### config.mk
export PLATFORM = sky130hd
export DESIGN_NAME = ddc_mixer_nch
export DESIGN_NICKNAME = d
export VERILOG_FILES = /design/src/rtl/mixer_pkg.sv /design/src/rtl/mixer_lane.sv /design/src/rtl/ddc_mixer_nch.sv
export SDC_FILE = /design/constraint.sdc
export NUM_CORES = 2
export LEC_CHECK = 0
export ABC_AREA = 1
export ABC_CLOCK_PERIOD_IN_PS = 7240
export BUFFER_PORTS_ARGS = -buffer_cell sky130_fd_sc_hd__buf_2
export CORE_MARGIN = 8
export CORE_UTILIZATION = 45
export CTS_BUF_LIST = sky130_fd_sc_hd__clkbuf_16
export CTS_CLUSTER_SIZE = 30
export DETAILED_ROUTE_END_ITERATION = 10
export HOLD_SLACK_MARGIN = 0.15
export PLACE_DENSITY_LB_ADDON = 0.05
export SLEW_MARGIN = 20
export SYNTH_ARGS = -nofsm -noshare
export SYNTH_HDL_FRONTEND = slang
export SYNTH_SLANG_ARGS = --single-unit
### constraint.sdc
create_clock -name clk_i -period 7.24 [get_ports clk_i]
set_clock_uncertainty 0.1 [all_clocks]
set_input_delay 1.448 -clock clk_i [delete_from_list [all_inputs] [get_ports clk_i]]
set_output_delay 1.448 -clock clk_i [all_outputs]
set_load 0.02 [all_outputs]
### src/rtl/mixer_pkg.sv
`default_nettype none
// ============================================================================
//  Module      : mixer_pkg
//  Description : Shared widths, pipeline latency and round/saturate helpers
//                for the multi-lane DDC I/Q mixer.
//  Revision    : 1.0 - initial release
// ============================================================================
package mixer_pkg;

    localparam int DEF_LANES    = 4;
    localparam int DEF_SAMPLE_W = 12;
    localparam int DEF_LO_W     = 16;
    localparam int DEF_SHIFT    = 11;
    localparam int DEF_OUT_W    = 16;
    localparam int MIX_LATENCY  = 3;

    // Working width for rounding; wide enough for any legal product width.
    localparam int ACC_W = 64;

    // Add half an output LSB, then arithmetic shift (round half toward +inf).
    function automatic logic signed [ACC_W-1:0] round_shift(
        input logic signed [ACC_W-1:0] value,
        input int                      shift
    );
        logic signed [ACC_W-1:0] w_half;
        w_half = 64'sd1 <<< (shift - 1);
        return (value + w_half) >>> shift;
    endfunction

    // True when value lies outside the signed out_w-bit range.
    function automatic logic sat_hit(
        input logic signed [ACC_W-1:0] value,
        input int                      out_w
    );
        logic signed [ACC_W-1:0] w_max;
        logic signed [ACC_W-1:0] w_min;
        w_max = (64'sd1 <<< (out_w - 1)) - 64'sd1;
        w_min = -(64'sd1 <<< (out_w - 1));
        return (value > w_max) || (value < w_min);
    endfunction

    // Clamp value into the signed out_w-bit range.
    function automatic logic signed [ACC_W-1:0] sat_clamp(
        input logic signed [ACC_W-1:0] value,
        input int                      out_w
    );
        logic signed [ACC_W-1:0] w_max;
        logic signed [ACC_W-1:0] w_min;
        w_max = (64'sd1 <<< (out_w - 1)) - 64'sd1;
        w_min = -(64'sd1 <<< (out_w - 1));
        if (value > w_max) begin
            return w_max;
        end else if (value < w_min) begin
            return w_min;
        end
        return value;
    endfunction

endpackage
`default_nettype wire

### src/rtl/mixer_lane.sv
`default_nettype none
// ============================================================================
//  Module      : mixer_lane
//  Description : One lane of the DDC mixer: S1 input register, S2 registered
//                multiply (with optional Q negation), S3 round + saturate.
//                Saturation is compiled in when MIXER_SAT_EN is defined.
//  Revision    : 1.0 - initial release
// ============================================================================
module mixer_lane
    import mixer_pkg::*;
#(
    parameter int SAMPLE_W = DEF_SAMPLE_W,
    parameter int LO_W     = DEF_LO_W,
    parameter int SHIFT    = DEF_SHIFT,
    parameter int OUT_W    = DEF_OUT_W
) (
    input  logic                       clk_i,
    input  logic                       rst_i,
    input  logic                       valid_i,
    input  logic signed [SAMPLE_W-1:0] sample_i,
    input  logic signed [LO_W-1:0]     cos_i,
    input  logic signed [LO_W-1:0]     sin_i,
    input  logic                       invert_q_i,
    output logic signed [OUT_W-1:0]    inphase_o,
    output logic signed [OUT_W-1:0]    quadrature_o,
    output logic                       valid_o,
    output logic                       ovf_stb_o
);

    // One extra bit so that negating the most negative product cannot wrap.
    localparam int c_prod_w = SAMPLE_W + LO_W + 1;

    logic                       r_s1_valid;
    logic signed [SAMPLE_W-1:0] r_s1_sample;
    logic signed [LO_W-1:0]     r_s1_cos;
    logic signed [LO_W-1:0]     r_s1_sin;
    logic                       r_s1_inv;

    logic                       r_s2_valid;
    logic signed [c_prod_w-1:0] r_s2_prod_i;
    logic signed [c_prod_w-1:0] r_s2_prod_q;

    logic                       r_s3_valid;
    logic signed [OUT_W-1:0]    r_out_i;
    logic signed [OUT_W-1:0]    r_out_q;
    logic                       r_ovf_stb;

    logic signed [c_prod_w-1:0] w_sample_ext;
    logic signed [c_prod_w-1:0] w_cos_ext;
    logic signed [c_prod_w-1:0] w_sin_ext;
    logic signed [c_prod_w-1:0] w_mul_i;
    logic signed [c_prod_w-1:0] w_mul_q;
    logic signed [ACC_W-1:0]    w_round_i;
    logic signed [ACC_W-1:0]    w_round_q;
    logic signed [ACC_W-1:0]    w_res_i;
    logic signed [ACC_W-1:0]    w_res_q;
    logic                       w_hit;
    logic                       w_unused_hi;

    // S1: capture the sample, LO pair and inversion request together.
    always_ff @(posedge clk_i) begin
        if (rst_i) begin
            r_s1_valid <= 1'b0;
        end else begin
            r_s1_valid <= valid_i;
        end
        if (valid_i) begin
            r_s1_sample <= sample_i;
            r_s1_cos    <= cos_i;
            r_s1_sin    <= sin_i;
            r_s1_inv    <= invert_q_i;
        end
    end

    assign w_sample_ext = c_prod_w'(r_s1_sample);
    assign w_cos_ext    = c_prod_w'(r_s1_cos);
    assign w_sin_ext    = c_prod_w'(r_s1_sin);
    assign w_mul_i      = w_sample_ext * w_cos_ext;
    assign w_mul_q      = w_sample_ext * w_sin_ext;

    // S2: registered products, Q optionally negated for spectral inversion.
    always_ff @(posedge clk_i) begin
        if (rst_i) begin
            r_s2_valid <= 1'b0;
        end else begin
            r_s2_valid <= r_s1_valid;
        end
        if (r_s1_valid) begin
            r_s2_prod_i <= w_mul_i;
            r_s2_prod_q <= r_s1_inv ? -w_mul_q : w_mul_q;
        end
    end

    assign w_round_i = round_shift(ACC_W'(r_s2_prod_i), SHIFT);
    assign w_round_q = round_shift(ACC_W'(r_s2_prod_q), SHIFT);

`ifdef MIXER_SAT_EN
    assign w_res_i = sat_clamp(w_round_i, OUT_W);
    assign w_res_q = sat_clamp(w_round_q, OUT_W);
    assign w_hit   = sat_hit(w_round_i, OUT_W) || sat_hit(w_round_q, OUT_W);
`else
    // Without saturation the output simply keeps the low bits (wraps).
    assign w_res_i = w_round_i;
    assign w_res_q = w_round_q;
    assign w_hit   = 1'b0;
`endif

    assign w_unused_hi = ^{w_res_i[ACC_W-1:OUT_W], w_res_q[ACC_W-1:OUT_W]};

    // S3: rounded/limited results plus a one-cycle clamp strobe.
    always_ff @(posedge clk_i) begin
        if (rst_i) begin
            r_s3_valid <= 1'b0;
            r_ovf_stb  <= 1'b0;
            r_out_i    <= '0;
            r_out_q    <= '0;
        end else begin
            r_s3_valid <= r_s2_valid;
            r_ovf_stb  <= r_s2_valid & w_hit;
            if (r_s2_valid) begin
                r_out_i <= w_res_i[OUT_W-1:0];
                r_out_q <= w_res_q[OUT_W-1:0];
            end
        end
    end

    assign inphase_o    = r_out_i;
    assign quadrature_o = r_out_q;
    assign valid_o      = r_s3_valid;
    assign ovf_stb_o    = r_ovf_stb;

endmodule
`default_nettype wire

### src/rtl/ddc_mixer_nch.sv
`default_nettype none
// ============================================================================
//  Module      : ddc_mixer_nch
//  Description : N-lane parallel DDC complex mixer, fixed 3-cycle latency,
//                full throughput. Define MIXER_SAT_EN to enable output
//                saturation and the sticky overflow flag.
//  Revision    : 1.0 - initial release
// ============================================================================
module ddc_mixer_nch
    import mixer_pkg::*;
#(
    parameter int LANES    = DEF_LANES,
    parameter int SAMPLE_W = DEF_SAMPLE_W,
    parameter int LO_W     = DEF_LO_W,
    parameter int SHIFT    = DEF_SHIFT,
    parameter int OUT_W    = DEF_OUT_W
) (
    input  logic                      clk_i,
    input  logic                      rst_i,
    input  logic [LANES-1:0]          valid_i,
    input  logic [LANES*SAMPLE_W-1:0] sample_i,
    input  logic [LANES*LO_W-1:0]     cos_i,
    input  logic [LANES*LO_W-1:0]     sin_i,
    input  logic                      invert_q_i,
    input  logic                      ovf_clr_i,
    output logic [LANES*OUT_W-1:0]    inphase_o,
    output logic [LANES*OUT_W-1:0]    quadrature_o,
    output logic [LANES-1:0]          valid_o,
    output logic                      ovf_o
);

    logic [LANES-1:0] w_ovf_stb;

    for (genvar k = 0; k < LANES; k++) begin : g_lane
        mixer_lane #(
            .SAMPLE_W (SAMPLE_W),
            .LO_W     (LO_W),
            .SHIFT    (SHIFT),
            .OUT_W    (OUT_W)
        ) u_lane (
            .clk_i        (clk_i),
            .rst_i        (rst_i),
            .valid_i      (valid_i[k]),
            .sample_i     (sample_i[k*SAMPLE_W +: SAMPLE_W]),
            .cos_i        (cos_i[k*LO_W +: LO_W]),
            .sin_i        (sin_i[k*LO_W +: LO_W]),
            .invert_q_i   (invert_q_i),
            .inphase_o    (inphase_o[k*OUT_W +: OUT_W]),
            .quadrature_o (quadrature_o[k*OUT_W +: OUT_W]),
            .valid_o      (valid_o[k]),
            .ovf_stb_o    (w_ovf_stb[k])
        );
    end

`ifdef MIXER_SAT_EN
    logic r_ovf;

    // Sticky overflow: any lane strobe sets it, and a set beats a clear.
    always_ff @(posedge clk_i) begin
        if (rst_i) begin
            r_ovf <= 1'b0;
        end else if (|w_ovf_stb) begin
            r_ovf <= 1'b1;
        end else if (ovf_clr_i) begin
            r_ovf <= 1'b0;
        end
    end

    assign ovf_o = r_ovf;
`else
    logic w_unused_ovf;

    assign w_unused_ovf = ovf_clr_i ^ (|w_ovf_stb);
    assign ovf_o        = 1'b0;
`endif

endmodule
`default_nettype wire

==> impl_metrics.ini <==
[setup_path]
path_buf_inv = 6
required_ns = 7.57
setup.worst_path.class = reg -> reg
crit_path_max_fanout = 32
critPathTopFamily = adder cells
critPathCaptureType = flop
max_stage_delay_ns = 0.84
crit_top_cell = nand2_1
critPathSlowestCell = clkinv_1
worstPathArrival_ns = 7.03
startpoint_type = flop

[final_layout]
multi_input_area_um2 = 51100
layout.nets = 11100
layout_commonest_cell = inv_1
diodes = 0
register_area_um2 = 12300
drive_above_1_share_pct = 6.86
syn_to_final_growth_pct = 7.55
final_cell_mix = inv_1, nand2_1, fa_1, nor2_1, ha_1
fin_util_pct = 48.8
fill_cells = 16200

[synth]
ys_seq_area_share_pct = 16.6
synth_compound_area_share_pct = 3.37
yosys.area.top_type = fa_1
synth_adder_area_share_pct = 45.1
synth_simple_gate_area_share_pct = 16.8
synthFlopType = edfxtp_1
syn_avg_cell_area_um2 = 8.28
syn-num-nets = 10900
yosys_warnings = 0
synth_top_family_by_area = adder cells
synth_xor_area_share_pct = 3.90
synth_top_area_share_pct = 37.5
async_flop_share_pct = 0
synth_cells = 8921
synthMuxAreaShare_pct = 0
ys_seq_elements = 456
synth_area_um2 = 73900
synthDistinctLibCells = 54
synth_area_leaders = fa_1, edfxtp_1, inv_1, nand2_1, ha_1
synth-edff-count = 316

[sta]
maxSlewViolCount = 0
slew-limit-headroom_pct = 30.0
fin_setup_tns_ns = 0
finalSetupViolations = 0
whs_ns = 0.379
fin_crit_ns = 6.70
period_share_pct = 92.5
hold_violations = 0
worst_pin_slew_ns = 1.04
clock.fmax_mhz = 149
rsz0062_at_grt = no

[clock_tree]
cts_made_buffers = 58
cts_sinks = 456
cts.path.max_buffers = 3
htreeDepth = 2
ctsHoldBuffers = 0
clkLatencyLatePin_ns = 0.68
post_cts_buffers = 0
tritoncts = done
post_cts_resized = 0
clk_pin_slew_ns = 0.06
root_buffer = clkbuf_16

[global_route]
groute.usage.overall_pct = 21.0
globalRoute.totalOverflow = 0
grt_pass1_wl_um = 305000
antenna_found_initial = 1
grt_max_degree = 78
first_global_vias = 57700

[placed_design]
dpl.hpwl_um = 152000
place_congestion = 0.868
io_buffers = 314

[job]
drv_cap = 0

[route]
drc = 0
avgViaCountPerCell = 4.79
first_pass_iters = 5
antenna_left = 0
dr_total_vias = 54000
wl_per_cell_um = 16.3
drtIter0Drc = 2441
wl_um = 183000

[hold_path]
hold_path_class = reg -> reg

[die]
start_util_pct = 45.4
ios = 317
fp.dieW_um = 421
row_count = 148
core_area_um2 = 163000
dieHeight_um = 421
die_area_um2 = 177000

[outcome]
outcome = complete, no violations
[flip-flops by register name (all words and copies together) (netlist names)]
name                        count
g_lane.u_lane.r_s1_sample      48
g_lane.u_lane.valid_o           4
g_lane.u_lane.r_s1_inv          4
g_lane.u_lane.r_s1_cos         64
g_lane.u_lane.r_s1_valid        4
g_lane.u_lane.r_s2_valid        4
g_lane.u_lane.quadrature_o     64
g_lane.u_lane.r_s2_prod_q      68
g_lane.u_lane.r_s2_prod_i      68
g_lane.u_lane.r_s1_sin         64
g_lane.u_lane.inphase_o        64
[per-layer routing]
layer	GRT usage (%)	vias to the layer above	part of all wire, %
li1	-	26000	-
met1	26.7	26800	43
met2	37.0	945	49
met3	2.75	221	3.9
met4	6.85	0	3.9
met5	0	-	0
[final cells by class]
class | count | area share [%]
clock buffers | 61 | 1.92
clock inverters | 47 | 0.568
inverters | 2458 | 11.6
multi-input cells | 5679 | 64.3
flip-flops and latches | 456 | 15.5
well taps | 2175 | 3.42
repair buffers | 385 | 2.68
[stage by stage]
stage / instance area, µm² / instances / setup WS, ns
2_1_floorplan: 73900 / 8921 / 1.87
3_3_place_gp: 77500 / 11200 / 0.927
3_5_place_dp: 77500 / 11200 / 0.923
4_1_cts: 79500 / 11300 / 0.898
5_1_grt: 79500 / 11300 / 0.0629
6_report: 79500 / 11300 / 0.542
[Yosys cell counts (2+ instances only)]
| library cell | count |
|---|---|
| inv_1 | 2448 |
| nand2_1 | 2105 |
| fa_1 | 1384 |
| nor2_1 | 500 |
| ha_1 | 452 |
| clkbuf_1 | 320 |
| edfxtp_1 | 316 |
| o21ai_0 | 217 |
| xor2_1 | 200 |
| nand3_1 | 181 |
| a21oi_1 | 175 |
| dfxtp_1 | 140 |
| xnor2_1 | 125 |
| or2_2 | 71 |
| nand4_1 | 59 |
| nor3_1 | 39 |
| nand2_2 | 30 |
| a21o_1 | 18 |
| nand3b_1 | 18 |
| nor2_2 | 17 |
| o21bai_1 | 14 |
| and3_1 | 9 |
| inv_2 | 9 |
| a31oi_1 | 7 |
| o211ai_1 | 6 |
| and2_1 | 5 |
| buf_4 | 5 |
| nand3_2 | 5 |
| nor2_4 | 5 |
| a21oi_2 | 4 |
| o21a_1 | 4 |
| nor4_1 | 3 |
| o31ai_1 | 3 |
| a211oi_1 | 2 |
| a221oi_1 | 2 |
| nand4_2 | 2 |
| nor3b_1 | 2 |
| o21ai_1 | 2 |
| o221ai_1 | 2 |
[kinds of logic after synthesis]
family                   Yosys count
flip-flops                       456
XOR/XNOR                         327
adder cells (fa/ha/maj)         1836
AO/OA/AOI/OAI                    461
AND/OR/NAND/NOR                 3054
other                              1
buffers and inverters           2786
[worst paths after layout]
kind	from	end	slack (ns)	depth (start not counted)
max	g_lane[2].u_lane.r_s1_sample[11]	g_lane[2].u_lane.r_s2_prod_q[24]	0.54	29
min	g_lane[3].u_lane.quadrature_o[5]	g_lane[3].u_lane.quadrature_o[5]	0.38	2
max reg2reg	g_lane[2].u_lane.r_s1_sample[11]	g_lane[2].u_lane.r_s2_prod_q[24]	0.54	29
min reg2reg	g_lane[3].u_lane.quadrature_o[5]	g_lane[3].u_lane.quadrature_o[5]	0.38	2
[worst min-delay path, stage by stage (launching register included)]
cell,delay (ns)
dfxtp_1,0.32
o211ai_1,0.08
inv_1,0.05
Power is not shown: default switching activity piles up to over one toggle a cycle in this logic, so the estimate is an artifact.
